$ cat config.mk
export PLATFORM = sky130hd
export DESIGN_NAME = irq_ctrl
export DESIGN_NICKNAME = d
export VERILOG_FILES = /design/src/rtl/irq_ctrl_pkg.sv /design/src/rtl/irq_ctrl_prio_enc8.sv /design/src/rtl/irq_ctrl.sv
export SDC_FILE = /design/constraint.sdc
export NUM_CORES = 1
export LEC_CHECK = 0
export CAP_MARGIN = 20
export CORE_ASPECT_RATIO = 1.4
export CORE_MARGIN = 2
export CORE_UTILIZATION = 41
export DETAILED_ROUTE_END_ITERATION = 8
export GPL_ROUTABILITY_DRIVEN = 0
export PLACE_DENSITY = 0.86
export SETUP_SLACK_MARGIN = 0.5
export SLEW_MARGIN = 10
export SYNTH_ARGS = -nofsm -noshare
export SYNTH_HDL_FRONTEND = slang
export SYNTH_SLANG_ARGS = --single-unit
export TNS_END_PERCENT = 50
$ cat constraint.sdc
create_clock -name clk -period 2.7 [get_ports clk]
set_clock_uncertainty 0.15 [all_clocks]
set_input_delay 0.81 -clock clk [delete_from_list [all_inputs] [get_ports clk]]
set_output_delay 0.81 -clock clk [all_outputs]
set_load 0.01 [all_outputs]
$ cat src/rtl/irq_ctrl_pkg.sv
`default_nettype none
// ============================================================================
// Module   : irq_ctrl_pkg
// Brief    : Shared types and constants for the irq_ctrl interrupt controller.
// Revision : 1.0 - initial release
// ============================================================================
package irq_ctrl_pkg;

   typedef enum logic [1:0] {
      S_IDLE = 2'd0,
      S_REQ  = 2'd1,
      S_SERV = 2'd2
   } irq_state_t;

   localparam logic REG_CTRL = 1'b0;
   localparam logic REG_CUR  = 1'b1;

   localparam int GEN_BIT  = 31;
   localparam int SERV_BIT = 19;
   localparam int IRQ_BIT  = 20;

endpackage
`default_nettype wire

$ cat src/rtl/irq_ctrl_prio_enc8.sv
`default_nettype none
// ============================================================================
// Module   : prio_enc8
// Brief    : 8-bit priority encoder, lowest set index wins.
// Revision : 1.0 - initial release
// ============================================================================
module prio_enc8 (
   input  logic [7:0] req,
   output logic [2:0] idx,
   output logic       valid
);

   // Scanning downward lets the lowest set bit overwrite any higher one.
   always_comb begin
      idx   = 3'd0;
      valid = 1'b0;
      for (int i = 7; i >= 0; i--) begin
         if (req[i]) begin
            idx   = 3'(i);
            valid = 1'b1;
         end
      end
   end

endmodule
`default_nettype wire

$ cat src/rtl/irq_ctrl.sv
`default_nettype none
// ============================================================================
// Module   : irq_ctrl
// Brief    : Eight-line edge-triggered interrupt controller for the RISC5 CPU.
// Revision : 1.0 - initial release
// ============================================================================
module irq_ctrl
   import irq_ctrl_pkg::*;
#(
   parameter int NUM_LINES = 8
) (
   input  logic        clk,
   input  logic        rst,
   input  logic        stb,
   input  logic        we,
   input  logic        addr,
   input  logic [31:0] data_in,
   output logic [31:0] data_out,
   output logic        ack,
   input  logic [7:0]  int_in,
   input  logic        intack,
   input  logic        rti,
   output logic        irq
);

   localparam logic [7:0] c_line_mask = 8'((16'd1 << NUM_LINES) - 16'd1);

   logic [7:0]  r_prev_in;
   logic [7:0]  r_pending;
   logic [7:0]  r_enable;
   logic        r_gen;
   logic [2:0]  r_cur;
   logic        r_irq;
   irq_state_t  r_state;

   logic [7:0]  w_ev;
   logic        w_wr_ctrl;
   logic        w_wr_cur;
   logic [7:0]  w_clr;
   logic [7:0]  w_sw_set;
   logic [7:0]  w_elig;
   logic [2:0]  w_sel;
   logic        w_any;
   logic        w_accept;
   logic [7:0]  w_pend_nxt;
   irq_state_t  w_state_nxt;
   logic        w_irq_nxt;
   logic [2:0]  w_cur_nxt;
   logic [31:0] w_rdata;

   assign w_ev      = int_in & ~r_prev_in & c_line_mask;
   assign w_wr_ctrl = stb & we & (addr == REG_CTRL);
   assign w_wr_cur  = stb & we & (addr == REG_CUR);
   assign w_clr     = w_wr_cur ? data_in[7:0]  : 8'h00;
   assign w_sw_set  = w_wr_cur ? data_in[15:8] : 8'h00;
   assign w_elig    = r_pending & r_enable & {8{r_gen}};
   assign w_accept  = (r_state == S_REQ) & intack & w_any;

   prio_enc8 u_prio (
      .req   (w_elig),
      .idx   (w_sel),
      .valid (w_any)
   );

   // Set has priority over clear so a coincident event is never dropped.
   always_comb begin
      w_pend_nxt = r_pending;
      for (int i = 0; i < 8; i++) begin
         if (w_ev[i] | w_sw_set[i]) begin
            w_pend_nxt[i] = 1'b1;
         end else if (w_clr[i] | (w_accept & (w_sel == 3'(i)))) begin
            w_pend_nxt[i] = 1'b0;
         end
      end
      w_pend_nxt = w_pend_nxt & c_line_mask;
   end

   always_comb begin
      w_state_nxt = r_state;
      w_irq_nxt   = r_irq;
      w_cur_nxt   = r_cur;
      case (r_state)
         S_IDLE: begin
            w_irq_nxt = 1'b0;
            if (w_any) begin
               w_irq_nxt   = 1'b1;
               w_state_nxt = S_REQ;
            end
         end
         S_REQ: begin
            if (w_accept) begin
               w_cur_nxt   = w_sel;
               w_irq_nxt   = 1'b0;
               w_state_nxt = S_SERV;
            end else if (!w_any) begin
               w_irq_nxt   = 1'b0;
               w_state_nxt = S_IDLE;
            end else begin
               w_irq_nxt   = 1'b1;
            end
         end
         S_SERV: begin
            w_irq_nxt = 1'b0;
            if (rti) begin
               w_state_nxt = S_IDLE;
            end
         end
         default: begin
            w_irq_nxt   = 1'b0;
            w_state_nxt = S_IDLE;
         end
      endcase
   end

   always_ff @(posedge clk) begin
      if (rst) begin
         r_prev_in <= 8'h00;
         r_pending <= 8'h00;
         r_enable  <= 8'h00;
         r_gen     <= 1'b0;
         r_cur     <= 3'd0;
         r_irq     <= 1'b0;
         r_state   <= S_IDLE;
      end else begin
         r_prev_in <= int_in;
         r_pending <= w_pend_nxt;
         if (w_wr_ctrl) begin
            r_enable <= data_in[7:0] & c_line_mask;
            r_gen    <= data_in[GEN_BIT];
         end
         r_cur     <= w_cur_nxt;
         r_irq     <= w_irq_nxt;
         r_state   <= w_state_nxt;
      end
   end

   always_comb begin
      w_rdata = 32'h0;
      if (stb) begin
         if (addr == REG_CTRL) begin
            w_rdata[7:0]    = r_pending;
            w_rdata[15:8]   = r_enable;
            w_rdata[18:16]  = r_cur;
            w_rdata[SERV_BIT] = (r_state == S_SERV);
            w_rdata[IRQ_BIT]  = r_irq;
            w_rdata[GEN_BIT]  = r_gen;
         end else begin
            w_rdata[2:0]    = r_cur;
            w_rdata[31]     = (r_state == S_SERV);
         end
      end
   end

   assign data_out = w_rdata;
   assign ack      = stb;
   assign irq      = r_irq;

endmodule
`default_nettype wire
-- After elaboration in Yosys (flattened, before gate mapping)
Cells that the tools add are included.
- flip-flop bits (word level): 31
- input port bits: 47
- output and inout bits: 34
- word-level logic and storage cells: 119
- equal/unequal tests: 12
- mux-type cells: 47
- bitwise operators: 34
- reduce and logical (&&, ||, !) cells: 12
- operator list (kind ; count):
    $mux W1 ; 28
    $mux W3 ; 9
    $and A8 B8 Y8 ; 3
    $mux W21 ; 1
    $mux W18 ; 1
    $mux W8 ; 2
    $or A1 B1 Y1 ; 16
    $reduce_bool A2 Y1 ; 8
    $and A1 B1 Y1 ; 13
    $eq A3 B3 Y1 const B ; 4
    $mux W2 ; 4
    $not A8 Y8 ; 1
    $eq A3 B2 Y1 const B ; 2
    $pmux W2 S3 ; 1
    $ne A2 B2 Y1 const B ; 2
    $eq A3 B1 Y1 const B ; 1
    $logic_not A3 Y1 ; 1
    $ne A3 B3 Y1 const B ; 1
    $reduce_and A3 Y1 ; 1
    $eq A2 B1 Y1 const B ; 1
    $eq A2 B2 Y1 const B ; 1
    $logic_not A2 Y1 ; 1
    $pmux W1 S2 ; 1
    $reduce_and A2 Y1 ; 1
    $not A1 Y1 ; 1

-- Logic depth before layout (Yosys ltp)
- depth in word-level cells: 15
- gate-level depth with buffers: 7
- depth with buffers taken out: 4

-- By module
A second synthesis with hierarchy kept.
- cell total of the unflattened synthesis: 201
- area, all modules: 1672.9 µm²
- modules (own cells, without submodules) (module ; times used ; cells an instance ; area an instance (µm²) ; seq. area each (µm²)):
    irq_ctrl ; 1 ; 188 ; 1592.8 ; 620.6
    prio_enc8 ; 1 ; 13 ; 80.1 ; 0.0

-- Worst setup path after synthesis
No wires, ideal clock.
- kind: in2out
- start: input addr
- end: output data_out[12]
- arrival time: 1.711 ns
- data required time: 1.740 ns
- setup slack: 0.029 ns
- stages on the path: 5
- path buffers: 3
- path through: buf_2 -> nor2b_1 -> clkbuf_1 -> clkbuf_1 -> and2_1
- longest elaborated chain between the ends: 2
- RTL lines (element ; line ; RTL):
    start, declared ; irq_ctrl.sv:16 ; input logic addr,
    $mux W18 ; irq_ctrl.sv:140 ; if (addr == REG_CTRL) begin
    $mux W21 ; irq_ctrl.sv:139 ; if (stb) begin
    end, declared ; irq_ctrl.sv:18 ; output logic [31:0] data_out,
No other way between the ends.

-- Final worst setup path
- start: input stb
- end: output data_out[19]
- longest elaborated chain between the ends: 1
- RTL lines (element ; line ; RTL):
    start, declared ; irq_ctrl.sv:14 ; input logic stb,
    $mux W21 ; irq_ctrl.sv:139 ;
No other way between the ends.

==> results.md <==
- Type of origin of the critical path: primary input
- Average cell area after synthesis: roughly 8.4 µm²
- Die boundary height: a little over 80 µm
- Leading cell type in the layout, fill and taps excluded: dfxtp_1
- Max Buffers Root-to-Sink: 2
- Clock Latency Late Sink: approximately 0.28 ns
- Layout-stage area growth over the synthesis result: 45.2%
- Total power after layout: slightly above 1000 µW
- Number of enable-type register cells in the synthesized netlist: 0
- X dimension of the die: around 60 µm
- Num ports: 81
- Count of final max-slew check failures: 0
- Type of element capturing the critical path: output pin
- Peak per-stage delay on the critical path: 0.16 ns
- Post-Synthesis Cells: 210
- Warnings from Yosys: 0
- Commonest cells after routing, fill and taps aside: dfxtp_1, clkdlybuf4s50_1, a21oi_1, nand2_1, buf_6
- Post-synthesis compound-gate area fraction: a little under a quarter
- Standard cell area after detailed placement: around 0.0024 mm²
- Maximum number of pins on one net before global-route repair: 30
- Share of the core filled with cells: roughly 60%
- IR Drop Worst-Case VDD: about 0.31 mV
- Hold Fails Final Rpt: 0
- Power per Cell Area: between 400 and 500 mW/mm²
- Count of buffers from port buffering: 55
- Simple logic cell fraction of the synthesized area: 29.0%
- Most frequent CP cell: buf_6
- Outcome: finished, final reports clean
- Largest family of logic cells by synthesized area: simple AND/OR/NAND/NOR gates
- Final setup vio count: 0
- Worst Path Arrival: ~1.6 ns
- Share of final-layout standard cells stronger than drive strength 1: 27.3%
- Std cell rows: 28
- Count of unique library cells instantiated by Yosys: 44
- Floorplan die area: 0.00483 mm²
- Design Area, Final: 0.00255 mm²
- Adder-cell area share of the yosys netlist: 0%
- Synthesized-area fraction occupied by xor and xnor cells: 0%
- Level count of the clock H-tree: 2
- Seq/Total Area, Yosys: around 35%
- Critical-path top delay cell: and3b_1
- 1st-pass router iterations: 4
- Overall via count from detail_route: ~1800
- Clock Sinks: 31
- Class of the worst hold path: reg2reg
- Async set or reset register ratio after synthesis: 0%
- Crit-path max FO: 6
- Tot GR Track Use: 20.4%
- Count of inserted antenna diode cells: 0
- Starting density of the core: a little over two fifths
- Core area: 0.00417 mm²
- Number of global-route vias before repair: approximately 1500
- Static leakage: ~0.0010 µW
- Ratio of routed vias to standard cells: approximately 5.5
- Tcrit/Tclk final: between 90% and 100%
- Setup TNS: 0 ns
- Number of antenna violations at the first check in global routing: 0
- Post-detailed-route count of antenna-violating nets: 0
- First-pass GRT wire length: about 7.3 mm
- Post-layout min period: approximately 2.5 ns
- Remaining routing DRC violations: 0
- Flops & latches, synth: 31
- Detailed Route WL: between 4 and 5 mm
- CTS tree: built
- Congestion Overflow GR: 0
- TritonCTS buffer count: 5
- Max Cap Viol: 0
- Layout net count: about 320
- Mux share of post-synthesis cell area: 2.85%
- Clock transition at the registers of the reported paths: approximately 0.060 ns
- Highest achievable clock rate: between 0.3 and 0.4 GHz
- Most used DFF post-synth: dfxtp_1
- Mapped Area: 0.00175 mm²
- Iteration-0 DRC Markers: 70
- Critical path data required time: 1.74 ns
- WS Path Type: in2out
- Routed len/inst: 14.5 µm
- Critical path cell sequence: buf_6 -> nor2b_4 -> buf_6 -> buf_6 -> and3b_1 -> buf_2
- Unrepaired setup endpoints after global routing: yes
- CTS Root Cell: clkbuf_8
- Half-perimeter wire length of the detailed placement result: approximately 3.3 mm
-- sequential cells by signal (all words and copies together), names as in the netlist --
name	count
r_state	2
r_prev_in	8
r_gen	1
r_cur	3
r_pending	8
r_enable	8
irq	1
-- through the flow --
stage / setup WS [ns] / std cells / hold slack, ns
finish: 0.182 / 320 / 0.335
global route: 0.169 / 320 / 0.364
CTS: 0.178 / 318 / 0.333
detailed placement: -0.630 / 306 / 0.323
global placement: -0.618 / 306 / 0.312
floorplan: 0.261 / 219 / 0.295
-- area by class of cell --
cell class | count | area, µm²
Fill cell | 353 | 1620
Multi-Input combinational cell | 162 | 1070
Timing Repair Buffer | 72 | 712
Sequential cell | 31 | 621
Clock buffer | 6 | 72.6
Tap cell | 45 | 56.3
Inverter | 4 | 15.0
-- synth_stat cells (all sizes together) (2+ instances only) --
master   instances  share of area [%]
dfxtp           31                 35
a21oi           24                6.8
nand2           24                5.1
and2            20                7.3
nor2b           19                6.8
buf             15                6.3
a22o            10                5.1
nand3           10                2.9
clkbuf           7                1.5
mux2i            5                2.9
a21boi           4                1.7
inv              4               0.86
a211oi           3                1.3
nor3             3               0.86
a2111oi          2                1.0
a22oi            2               0.86
nand3b           2               0.86
nor2             2               0.43
nor4             2               0.71
o21ai            2               0.57
o41ai            2                2.1
-- worst paths after layout --
check / start / endpoint / slack, ns / depth (start not counted)
max: stb / data_out[19] / 0.18 / 6
min: r_cur[2] / r_cur[2] / 0.33 / 2
max reg2reg: r_gen / r_cur[0] / 0.92 / 5
min reg2reg: r_cur[2] / r_cur[2] / 0.33 / 2
-- metal layers --
| layer | vias to the layer above | share of wire (%) | GRT usage, % |
|---|---|---|---|
| met5 | - | 0 | 0 |
| met4 | 0 | 3.8 | 10.7 |
| met3 | 15 | 7.5 | 5.41 |
| met2 | 94 | 52 | 35.1 |
| met1 | 805 | 37 | 22.5 |
| li1 | 856 | - | - |
-- critical path, delay by kind of cell --
kind | cells | cell delay [ns]
simple gates | 2 | 0.28
buf+inv | 4 | 0.46
-- power breakdown --
group / leakage [µW] / internal [µW] / switching, µW
clock network: 0.0000371 / 171 / 161
registers: 0.000255 / 479 / 22.3
logic: 0.000754 / 109 / 80.0
-- kinds of logic after synthesis --
| family | Yosys count |
|---|---|
| flip-flops | 31 |
| other | 1 |
| AO/OA/AOI/OAI | 57 |
| AND/OR/NAND/NOR | 90 |
| buffers and inverters | 26 |
| multiplexers | 5 |
-- timing repair --
action                     in CTS  in global routing
setup endpoints to repair      39                 31
gates resized for setup       119                 12
cloned                          1                  0
setup buffers                   5                  2
pin swaps                       2                  0
hold buffers                    0                  0
Note: power is estimated with default switching activity, not from simulation.
